## src/rtl/projectile_pool.sv

```systemverilog
`default_nettype none
// ============================================================================
// Module      : projectile_pool
// Description : Pool of NUM_SLOTS independent projectiles. A debounced-edge
//               fire request spawns a projectile in the lowest free slot at
//               the bird position plus an x offset. The projectile then moves
//               right by STEP on every shared divider tick. It is freed when
//               it reaches the right screen edge, or on a collision, which
//               raises a one-cycle hit pulse. Ammo, refill and an optional
//               fire cooldown gate the spawns.
// Ports       : clk, reset (sync, active-high), restart (sync clear),
//               shootN (raw active-low button), refill (pulse),
//               bird_x/bird_y (spawn reference), collision[NUM_SLOTS]
//               -> in_air, pos_x/pos_y (packed per slot), ammo,
//                  hit_pulse, fire_reject  (all registered)
// Revision    : 1.0  initial release
// ============================================================================
module projectile_pool #(
  parameter int NUM_SLOTS   = 3,
  parameter int COORD_W     = 11,
  parameter int AMMO_W      = 4,
  parameter int MAX_AMMO    = 3,
  parameter int SPEED_DIV   = 60000,
  parameter int STEP        = 1,
  parameter int SCREEN_W    = 640,
  parameter int SPAWN_OFS_X = 100,
  parameter int COOLDOWN    = 0
) (
  input  logic                           clk,
  input  logic                           reset,
  input  logic                           restart,
  input  logic                           shootN,
  input  logic                           refill,
  input  logic [COORD_W-1:0]             bird_x,
  input  logic [COORD_W-1:0]             bird_y,
  input  logic [NUM_SLOTS-1:0]           collision,
  output logic [NUM_SLOTS-1:0]           in_air,
  output logic [NUM_SLOTS*COORD_W-1:0]   pos_x,
  output logic [NUM_SLOTS*COORD_W-1:0]   pos_y,
  output logic [AMMO_W-1:0]              ammo,
  output logic [NUM_SLOTS-1:0]           hit_pulse,
  output logic                           fire_reject
);

  localparam int c_DIV_W = (SPEED_DIV > 1) ? $clog2(SPEED_DIV) : 1;
  localparam int c_CD_W  = (COOLDOWN > 0) ? $clog2(COOLDOWN + 1) : 1;

  typedef enum logic {
    S_FREE   = 1'b0,
    S_FLYING = 1'b1
  } slot_state_t;

  logic                 w_clr;
  logic                 r_sync1;
  logic                 r_sync2;
  logic                 r_sync_prev;
  logic                 w_fire_req;
  logic [c_DIV_W-1:0]   r_div;
  logic                 w_tick;
  logic [c_CD_W-1:0]    r_cd;
  logic [AMMO_W-1:0]    r_ammo;
  logic                 r_reject;
  logic [NUM_SLOTS-1:0] w_alloc;
  logic                 w_slot_found;
  logic                 w_accept;
  logic [COORD_W-1:0]   w_spawn_x;

  assign w_clr = reset | restart;

  // Falling edge of the synchronised button; a held button stays low in
  // both stages and therefore yields a single request.
  assign w_fire_req = r_sync_prev & ~r_sync2;

  assign w_tick    = (r_div == c_DIV_W'(SPEED_DIV - 1));
  assign w_spawn_x = bird_x + COORD_W'(SPAWN_OFS_X);

  // Lowest-index free slot, judged on the mask held at the start of the
  // cycle so a slot released this cycle is only reusable next cycle.
  always_comb begin
    w_alloc      = '0;
    w_slot_found = 1'b0;
    for (int i = 0; i < NUM_SLOTS; i++) begin
      if (!w_slot_found && !in_air[i]) begin
        w_alloc[i]   = 1'b1;
        w_slot_found = 1'b1;
      end
    end
  end

  assign w_accept = w_fire_req && (r_ammo != '0) && (r_cd == '0) && w_slot_found;

  always_ff @(posedge clk) begin
    if (w_clr) begin
      r_sync1     <= 1'b1;
      r_sync2     <= 1'b1;
      r_sync_prev <= 1'b1;
      r_div       <= '0;
      r_cd        <= '0;
      r_ammo      <= AMMO_W'(MAX_AMMO);
      r_reject    <= 1'b0;
    end else begin
      r_sync1     <= shootN;
      r_sync2     <= r_sync1;
      r_sync_prev <= r_sync2;

      // Free-running shared movement divider.
      if (w_tick) begin
        r_div <= '0;
      end else begin
        r_div <= r_div + c_DIV_W'(1);
      end

      if (w_accept) begin
        r_cd <= c_CD_W'(COOLDOWN);
      end else if (r_cd != '0) begin
        r_cd <= r_cd - c_CD_W'(1);
      end

      // A refill coinciding with an accepted shot still spends that shot.
      if (refill) begin
        r_ammo <= w_accept ? AMMO_W'(MAX_AMMO - 1) : AMMO_W'(MAX_AMMO);
      end else if (w_accept) begin
        r_ammo <= r_ammo - AMMO_W'(1);
      end

      r_reject <= w_fire_req & ~w_accept;
    end
  end

  assign ammo        = r_ammo;
  assign fire_reject = r_reject;

  for (genvar gi = 0; gi < NUM_SLOTS; gi++) begin : g_slot
    slot_state_t        r_state;
    logic [COORD_W-1:0] r_x;
    logic [COORD_W-1:0] r_y;
    logic               r_hit;
    logic [COORD_W:0]   w_x_adv;

    // One extra bit so the edge compare cannot wrap near the top of range.
    assign w_x_adv = {1'b0, r_x} + (COORD_W + 1)'(STEP);

    always_ff @(posedge clk) begin
      if (w_clr) begin
        r_state <= S_FREE;
        r_x     <= '0;
        r_y     <= '0;
        r_hit   <= 1'b0;
      end else begin
        r_hit <= 1'b0;
        case (r_state)
          S_FREE: begin
            // Collisions are ignored here; position is held.
            if (w_accept && w_alloc[gi]) begin
              r_x     <= w_spawn_x;
              r_y     <= bird_y;
              r_state <= S_FLYING;
            end
          end
          S_FLYING: begin
            // Collision wins over movement.
            if (collision[gi]) begin
              r_state <= S_FREE;
              r_hit   <= 1'b1;
            end else if (w_tick) begin
              if (w_x_adv < (COORD_W + 1)'(SCREEN_W)) begin
                r_x <= w_x_adv[COORD_W-1:0];
              end else begin
                r_state <= S_FREE;
              end
            end
          end
        endcase
      end
    end

    assign in_air[gi]                       = (r_state == S_FLYING);
    assign hit_pulse[gi]                    = r_hit;
    assign pos_x[gi*COORD_W +: COORD_W]     = r_x;
    assign pos_y[gi*COORD_W +: COORD_W]     = r_y;
  end

endmodule
`default_nettype wire

```

## config.mk

```make
export PLATFORM = sky130hd
export DESIGN_NAME = projectile_pool
export DESIGN_NICKNAME = d
export VERILOG_FILES = /design/src/rtl/projectile_pool.sv
export SDC_FILE = /design/constraint.sdc
export NUM_CORES = 1
export LEC_CHECK = 0
export CAP_MARGIN = 20
export CELL_PAD_IN_SITES_DETAIL_PLACEMENT = 0
export CELL_PAD_IN_SITES_GLOBAL_PLACEMENT = 1
export CORE_MARGIN = 2
export CORE_UTILIZATION = 42
export CTS_BUF_LIST = sky130_fd_sc_hd__clkbuf_4 sky130_fd_sc_hd__clkbuf_8
export DETAILED_ROUTE_END_ITERATION = 10
export PLACE_DENSITY = 0.93
export SYNTH_ARGS = -nofsm -noshare
export SYNTH_HDL_FRONTEND = slang
export SYNTH_SLANG_ARGS = --single-unit
```

## constraint.sdc

```tcl
create_clock -name clk -period 4.5 [get_ports clk]
set_input_delay 1.35 -clock clk [delete_from_list [all_inputs] [get_ports clk]]
set_output_delay 1.35 -clock clk [all_outputs]
set_load 0.01 [all_outputs]
```

==> results.sh, run 1 <==
export IMPL_fillers=1041
export IMPL_syn_inst=621
export IMPL_drt_total_wl_um=14600
export IMPL_die_area_um2=12700
export IMPL_min_period_ps=3040
export IMPL_diodes=0
export IMPL_syn_area_per_cell_um2=8.01
export IMPL_hold_violations=0
export IMPL_syn_nets=658
export IMPL_fin_crit_sh_pct=67.5
export IMPL_grtUsageTotal_pct=22.7
export IMPL_yosysWarningCount=0
export IMPL_maxCapViolations=0
export IMPL_place_congestion=0.883
export IMPL_startpoint="g_slot[0].r_x[0]$_SDFFE_PP0P_"
export IMPL_slowest_stage="nor4_1"
export IMPL_synth_seq_cells=97
export IMPL_setup_viol=0
export IMPL_dp_hpwl_um=10500
export IMPL_cts_made_buffers=9
export IMPL_hold_class="reg -> reg"
export IMPL_synth_top_area_share_pct=39.0
export IMPL_finish_instance_area_um2=6260
export IMPL_ctsResizeCount=0
export IMPL_clockRootBuffer="clkbuf_8"
export IMPL_finClkSkew_ps=6.21
export IMPL_dominantRegCellSynth="dfxtp_1"
export IMPL_ir_drop_mv=0.179
export IMPL_setup_tns_ps=0
export IMPL_core_area_um2=11500
export IMPL_pwr_density_cell_nw_per_um2=242
export IMPL_die_x_um=113
export IMPL_power_leakage_uw=0.00203
export IMPL_slew_limit_headroom_pct=28.9
export IMPL_worstMarginPinSlew_ps=1070
export IMPL_crit_type="reg -> reg"
export IMPL_synth_top_cell_by_area="dfxtp_1"
export IMPL_cts_htree_levels=3
export IMPL_grt_pass1_vias=4538
export IMPL_path_cells="ha_1 -> nand3_1 -> nor4_1 -> mux2i_1 -> o211ai_2 -> o311a_1 -> o31a_1"
export IMPL_grt_pass1_wl_um=23500
export IMPL_placed_cell_area_um2=6070
export IMPL_drtPass1Iterations=5
export IMPL_vias_per_cell=5.81
export IMPL_portBuffers=106
export IMPL_insertion_delay_ps=370
export IMPL_tritoncts="yes"
export IMPL_cts_sinks=97
export IMPL_regToRegEndpoint="g_slot[0].r_x[9]$_SDFFE_PP0P_"
export IMPL_wl_per_cell_um=17.1
export IMPL_final_nets=741
export IMPL_cts_hold_buf=0
export IMPL_gr_total_overflow=0
export IMPL_end_kind="flop"
export IMPL_cp_max_fo=20
export IMPL_synth_area_um2=4980
export IMPL_r2r_start="g_slot[0].r_x[0]$_SDFFE_PP0P_"
export IMPL_rrSetupSlack_ps=1460
export IMPL_fp_dieH_um=113
export IMPL_async_flop_share_pct=0
export IMPL_drt_iter0_drc=398
export IMPL_status="finished, final reports clean"
export IMPL_grt_start_max_net_pins=39
export IMPL_synth_seq_area_share_pct=39.0
export IMPL_grt_antenna_before_repair=0
export IMPL_cp_data_required_time_ps=4770
export IMPL_synth_cell_type_count=70
export IMPL_rsz0062_at_grt="no"
export IMPL_rows=39
export IMPL_slowest_delay_ps=530
export IMPL_fmax_ghz=0.329
export IMPL_crit_end="g_slot[0].r_x[9]$_SDFFE_PP0P_"
export IMPL_clk_pin_slew_ps=100
export IMPL_route_detailed_drc=0
export IMPL_area_growth_pct=25.8
export IMPL_cts_setup_buffers=0
export IMPL_slew_violations=0
export IMPL_arrival_ps=3300
export IMPL_drive_above_1_share_pct=6.35
export IMPL_worstHoldPathCells=1
export IMPL_synth_edff_count=0
export IMPL_yosys_top_cells_area="dfxtp_1 (39%), nand2_1 (8.5%), a21oi_1 (5.3%), nor2_1 (4.4%), nand3_1 (3.4%)"
export IMPL_num_vias=4951
export IMPL_io_pins=107
export IMPL_cts_buffer_depth=2
export IMPL_antenna_left=0
export IMPL_initial_core_util_pct=43.4
export IMPL_rr_worst_depth=7
export IMPL_critPathLaunchType="flop"
-- cell usage in the layout, fill, tap and decap left out, drive strengths merged, types with 10 or more instances in the layout --
cell and n:
a21oi 53, a31oi 10, and3 11, clkbuf 10, clkdlybuf4s50 106, dfxtp 97, inv 12, nand2 113
nand3 34, nor2 58, nor3 14, o21ai 14, or3 10, xnor2 12, xor2 12
-- where the power goes --
group	total [uW]	switching, uW	internal (uW)
sequential	862	2.01	860
combinational	101	59.0	42.0
clock	551	327	224
total	1510	388	1130
-- stage by stage --
step                      utilization (%)  hold WS (ps)  power (uW)  instances  setup WS [ps]
final                                54.6           420        1510        852           1460
after global routing                 54.6           449        1570        852           1260
after CTS                            54.6           425        1520        852           1520
after detailed placement             52.9           402         982        836           1160
after global placement               52.9           393         980        836           1150
after floorplan                         -           384         928        621           1980
-- cells in the mapped netlist (3+ instances only) --
cell type  number
a21oi_1        53
a211oi_1        6
o211ai_1        3
o22ai_1         8
nor2b_1         6
xor2_1         12
o31ai_1         7
nor3_1         14
nor4_1          6
nor2_1         58
mux2i_1         8
or2_2           3
o31a_1          4
buf_4           7
and4b_1         3
and4_1          7
dfxtp_1        97
o21a_1          4
nand4_1         8
and3_1         11
nand3_1        34
nand2_1       113
a31oi_1         9
o311ai_0        4
or3_1           9
o32ai_2         4
clkbuf_1       30
inv_1          10
ha_1            7
xnor2_1        12
o21ai_0        12
nor3b_1         4
-- layout make-up --
type / count / area (um^2) / area share (%)
clock buffer: 10 / 138 / 2.20
tap: 143 / 179 / 2.86
multi-input combinational: 474 / 2810 / 44.8
sequential: 97 / 1940 / 31.0
inverter: 10 / 37.5 / 0.600
timing repair buffer: 112 / 1110 / 17.7
clock inverter: 6 / 51.3 / 0.820
-- worst min-delay path by stage --
| stage | to | startpoint | slack [ps] |
|---|---|---|---|
| 4_1_cts | r_sync2$_SDFF_PP1_ | r_sync1$_SDFF_PP1_ | 430 |
| 3_5_place_dp | r_sync2$_SDFF_PP1_ | r_sync1$_SDFF_PP1_ | 400 |
| 5_1_grt | r_sync2$_SDFF_PP1_ | r_sync1$_SDFF_PP1_ | 450 |
| 6_report | r_sync2$_SDFF_PP1_ | r_sync1$_SDFF_PP1_ | 420 |
| 2_1_floorplan | r_sync2$_SDFF_PP1_ | r_sync1$_SDFF_PP1_ | 380 |
| 3_3_place_gp | r_sync2$_SDFF_PP1_ | r_sync1$_SDFF_PP1_ | 390 |
-- per-layer routing --
| metal | GRT usage (%) | part of all wire [%] |
|---|---|---|
| met2 | 37.2 | 47 |
| met4 | 6.02 | 1.7 |
| met3 | 3.48 | 7.0 |
| met1 | 31.3 | 44 |
| met5 | 0 | 0 |
-- flip-flops by register name, indices dropped and copies added, names as in the netlist --
| register | count |
|---|---|
| r_sync2 | 1 |
| r_cd | 1 |
| r_sync_prev | 1 |
| g_slot.r_hit | 3 |
| r_sync1 | 1 |
| g_slot.r_x | 33 |
| fire_reject | 1 |
| r_div | 16 |
| g_slot.r_state | 3 |
| ammo | 4 |
| g_slot.r_y | 33 |
-- logic make-up after synthesis --
family                     count (synthesis)  synth area share [%]
other                                      1                0.0754
muxes                                      8                  1.61
AOI/OAI and AO/OA                        141                  19.9
buffers and inverters                     50                  4.63
xor gates and xnor gates                  24                  4.22
DFF                                       97                  39.0
adders and majority gates                  7                  1.76
and+or+nand+nor                          293                  28.8
-- critical path: cells and delay by family, from the launching register on --
kind                     cells  cell delay, ps
flip-flops                   1             510
adder cells (fa/ha/maj)      1             310
AO/OA/AOI/OAI                3            1080
AND/OR/NAND/NOR              2             690
multiplexers                 1             340
Power figures use the tool's default switching activity.
==> run 2, diff against run 1 <==
- CORE_UTILIZATION: 42 -> 39
- PLACE_DENSITY: 0.93 -> 0.87
- clock period: 4.5 -> 2.9 ns (I/O delays scaled with it)
==> results.sh, run 2 (same netlist as run 1, synthesis figures left out) <==
export IMPL_initial_core_util_pct=39.8
export IMPL_min_period_ps=2660
export IMPL_diodes=0
export IMPL_grt_pass1_vias=4600
export IMPL_dp_slack_ps=116
export IMPL_end_kind="flop"
export IMPL_ctsResizeCount=0
export IMPL_die_x_um=117
export IMPL_final_nets=758
export IMPL_place_congestion=0.904
export IMPL_insertion_delay_ps=370
export IMPL_arrival_ps=2950
export IMPL_hold_class="reg -> reg"
export IMPL_mostFrequentLayoutCells="nand2_1 (113), clkdlybuf4s50_1 (106), dfxtp_1 (97)"
export IMPL_final_common_cell="nand2_1"
export IMPL_rows=41
export IMPL_tritoncts="yes"
export IMPL_setup_ws_ps=243
export IMPL_antenna_left=0
export IMPL_maxCapViolations=0
export IMPL_cp_data_required_time_ps=3190
export IMPL_slew_violations=0
export IMPL_power_leakage_uw=0.00211
export IMPL_fmax_ghz=0.376
export IMPL_fin_cells=897
export IMPL_area_growth_pct=29.1
export IMPL_dp_cells=882
export IMPL_ir_drop_mv=0.284
export IMPL_cts_buffer_depth=2
export IMPL_cts_setup_buffers=0
export IMPL_cts_sinks=97
export IMPL_cts_htree_levels=3
export IMPL_pwr_density_cell_nw_per_um2=365
export IMPL_route_detailed_drc=0
export IMPL_setup_viol=0
export IMPL_status="finished, final reports clean"
export IMPL_finClkSkew_ps=8.43
export IMPL_worstHoldPathCells=1
export IMPL_hold_violations=0
export IMPL_drt_iter0_drc=331
export IMPL_setup_tns_ps=0
export IMPL_cts_made_buffers=9
export IMPL_critPathLaunchType="flop"
export IMPL_slew_limit_headroom_pct=45.4
export IMPL_grt_antenna_before_repair=0
export IMPL_fin_crit_sh_pct=91.6
export IMPL_cp_max_fo=13
export IMPL_die_area_um2=13700
export IMPL_gr_total_overflow=0
export IMPL_grt_pass1_wl_um=24000
export IMPL_rr_worst_depth=7
export IMPL_cts_hold_buf=0
export IMPL_rsz0062_at_grt="no"
export IMPL_worstMarginPinSlew_ps=813
export IMPL_dp_hpwl_um=11100
export IMPL_io_pins=107
export IMPL_num_vias=5026
export IMPL_vias_per_cell=5.60
export IMPL_drt_total_wl_um=15200
export IMPL_portBuffers=106
export IMPL_drive_above_1_share_pct=8.41
export IMPL_core_area_um2=12500
export IMPL_crit_type="reg -> reg"
export IMPL_grtUsageTotal_pct=22.4
export IMPL_clk_pin_slew_ps=90
export IMPL_top_regs="g_slot.r_x: 33 flops, g_slot.r_y: 33 flops, r_div: 16 flops"
export IMPL_fp_dieH_um=117
export IMPL_wl_per_cell_um=16.9
export IMPL_grt_start_max_net_pins=30
export IMPL_drtPass1Iterations=6
export IMPL_clockRootBuffer="clkbuf_8"
==> run 2: cell types whose count changed in the layout (fill, tap and decap cells not counted), sizes merged <==
| cell | previous run | this run |
|---|---|---|
| buf | 6 | 23 |
| inv | 12 | 11 |
| clkbuf | 10 | 12 |
| clkinv | 4 | 2 |
==> run 2: cell type report <==
| class | count | area (um^2) |
|---|---|---|
| Clock buffer | 12 | 153 |
| Clock inverter | 3 | 26.3 |
| Fill cell | 1236 | 6090 |
| Inverter | 10 | 37.5 |
| Multi-Input combinational cell | 474 | 2810 |
| Sequential cell | 97 | 1940 |
| Tap cell | 172 | 215 |
| Timing Repair Buffer | 129 | 1250 |
==> run 2: worst max-delay path, cell delays in order, from the launching register on <==
cell and delay, ps:
dfxtp_1 540, ha_1 310, and4_1 320, nand2_1 70, o221ai_1 300, nand3_1 410, a21o_1 410, o22ai_1 210
==> run 2: metrics by stage <==
step	util, %	power (uW)	cell area, um^2	hold WS (ps)
after floorplan	-	1440	4980	384
after global placement	49.9	1530	6250	392
after detailed placement	49.9	1540	6250	396
after CTS	51.3	2360	6430	419
after global routing	51.3	2430	6430	431
final	51.3	2340	6430	414
==> run 2: path summary, 6_finish.rpt <==
| path | startpoint | endpoint | slack, ps |
|---|---|---|---|
| max | g_slot[2].r_x[0]$_SDFFE_PP0P_ | g_slot[2].r_x[3]$_SDFFE_PP0P_ | 240 |
| max reg2reg | g_slot[2].r_x[0]$_SDFFE_PP0P_ | g_slot[2].r_x[3]$_SDFFE_PP0P_ | 240 |
| min | r_sync1$_SDFF_PP1_ | r_sync2$_SDFF_PP1_ | 410 |
| min reg2reg | r_sync1$_SDFF_PP1_ | r_sync2$_SDFF_PP1_ | 410 |
==> run 2: per-layer routing <==
metal	share of wire, %	wire length, um	track usage [%]
met3	5.8	883	3.55
met1	45	6870	30.9
met4	2.1	318	7.92
met5	0	0	0
met2	47	7100	35.8
==> run 2: power by group <==
| group | internal, uW | switching (uW) | leakage, uW | total, uW |
|---|---|---|---|---|
| Combinational | 73.7 | 94.3 | 0.00123 | 168 |
| Sequential | 1330 | 2.90 | 0.000782 | 1340 |
| Clock | 357 | 480 | 0.0000939 | 837 |
| Total | 1770 | 577 | 0.00211 | 2340 |
==> RTL change, RTL diff (config.mk and constraints of run 1) <==
Change the parameter `COORD_W` from 11 to 22.
--- a/src/rtl/projectile_pool.sv
+++ b/src/rtl/projectile_pool.sv
@@ -19,3 +19,3 @@
   parameter int NUM_SLOTS   = 3,
-  parameter int COORD_W     = 11,
+  parameter int COORD_W     = 22,
   parameter int AMMO_W      = 4,
Interface: changed (resized bird_x, bird_y, pos_x and pos_y); port bits go from 107 to 195. The function was not compared with the original's and may differ.
==> RTL change against run 1 <==
- area after synthesis grew 73%
- wire length grew 98%
- worst setup slack lost 0.46 ns
- cell count grew 83%
- design area grew 77%
- sequential cell count grew 66
- power grew 75%
- clock skew grew 0.0069 ns
- critical path depth grew 2
- critical endpoint is now g_slot[0].r_x[18]$_SDFFE_PP0P_
- highest routed layer unchanged
==> RTL change: results (changes against run 1) <==
Pin count of the biggest net entering global routing: 70 (was 39)
Buffers on Ports: 194 (was 106)
Setup slack, reg-to-reg: 1.00 ns (was 1.46 ns)
Int Pwr: 1.925 mW (was 1.126 mW)
First-pass GRT wire length: 45440 um (was 23490 um)
Crit path max fanout: 10 (was 20)
Global routing usage on met1: 0.3413 (was 0.3129)
#MultiIn Comb: 858 (was 474)
Post-Synth XOR/XNOR Area: 0.04475 (was 0.04224)
Gr usage total: 0.2609 (was 0.2269)
Gpl congestion: 0.9222 (was 0.8829)
Clock-cell share: 0.03365 (was 0.03018)
Crit path arrival time: 3.86 ns (was 3.30 ns)
Met2 Routed Length: 12760 um (was 6888 um)
Register area: 3264 sq um (was 1942 sq um)
Level count of the clock H-tree: 4 (was 3)
Sequential share of the synthesized area: 0.3789 (was 0.3902)
Combinational Power: 176 uW (was 101 uW)
Total CTS buffers: 17 (was 9)
Most instantiated cells after synthesis: 229 x nand2_1, 163 x dfxtp_1, 103 x a21oi_1 (was 113 x nand2_1, 97 x dfxtp_1, 58 x nor2_1)
Fillers: 1906 (was 1041)
Count of non-CTS buffers in the layout: 214 (was 112)
Met2 Use GR: 0.4047 (was 0.3721)
Status: finished, final reports clean (unchanged)
Final nets: 1338 (was 741)
Skew-Pair Late Insertion Delay: 0.47 ns (was 0.37 ns)
Multi-input logic portion of the cell area: 0.4441 (was 0.4483)
Worst slew margin: 0.3685 (was 0.2887)
Post-DP HPWL: 20460 um (was 10480 um)
Leakage: 3.483 nW (was 2.028 nW)
Seq pwr: 1.45 mW (was 862 uW)
Met3 GRT Util: 0.08292 (was 0.03482)
Metal-1 WL: 12140 um (was 6389 um)
Largest regs: g_slot.r_x x66, g_slot.r_y x66, r_div x16 (was g_slot.r_x x33, g_slot.r_y x33, r_div x16)
Invs w/o clock: 25 (was 10)
Signal buffers share of area: 0.1888 (was 0.1767)
Post-Synth Adder-Cell Area: 0.01017 (was 0.01760)
WL/cell: 18.43 um (was 17.08 um)
Routed length on met3: 3024 um (was 1021 um)
Clk sink count: 163 (was 97)
Drt first-iter violations: 628 (was 398)
Vias per cell: 5.777 (was 5.811)
[RTL change: cell types whose count changed after synthesis, sizes merged, moves of 12 or more]
| cell | delta |
|---|---|
| clkbuf | +24 |
| a22o | +15 |
| a21oi | +52 |
| dfxtp | +66 |
| xor2 | +12 |
| o21ai | +36 |
| buf | +12 |
| nand4 | +24 |
| inv | +15 |
| nor2 | +30 |
| nand2 | +117 |
[RTL change: critical path, cell delays in order (launching register included)]
cell	delay [ns]
dfxtp_1	0.46
ha_1	0.23
nand3_1	0.23
nor4_1	0.59
nor4bb_1	0.36
o221ai_1	0.21
or3_1	0.48
o31ai_4	0.51
o211ai_1	0.17
o211a_1	0.16
[RTL change: through the flow]
stage               setup slack (ns)  power [mW]  utilization  instances  cell area, sq um
finish                         1.001       2.655       0.5494       1562             11080
global route                  0.7044       2.743       0.5494       1562             11080
CTS                            1.059       2.675       0.5494       1562             11080
detailed placement            0.7601       1.653       0.5310       1530             10710
global placement              0.8393       1.653       0.5310       1530             10710
floorplan                      1.603       1.554            -       1122              8612
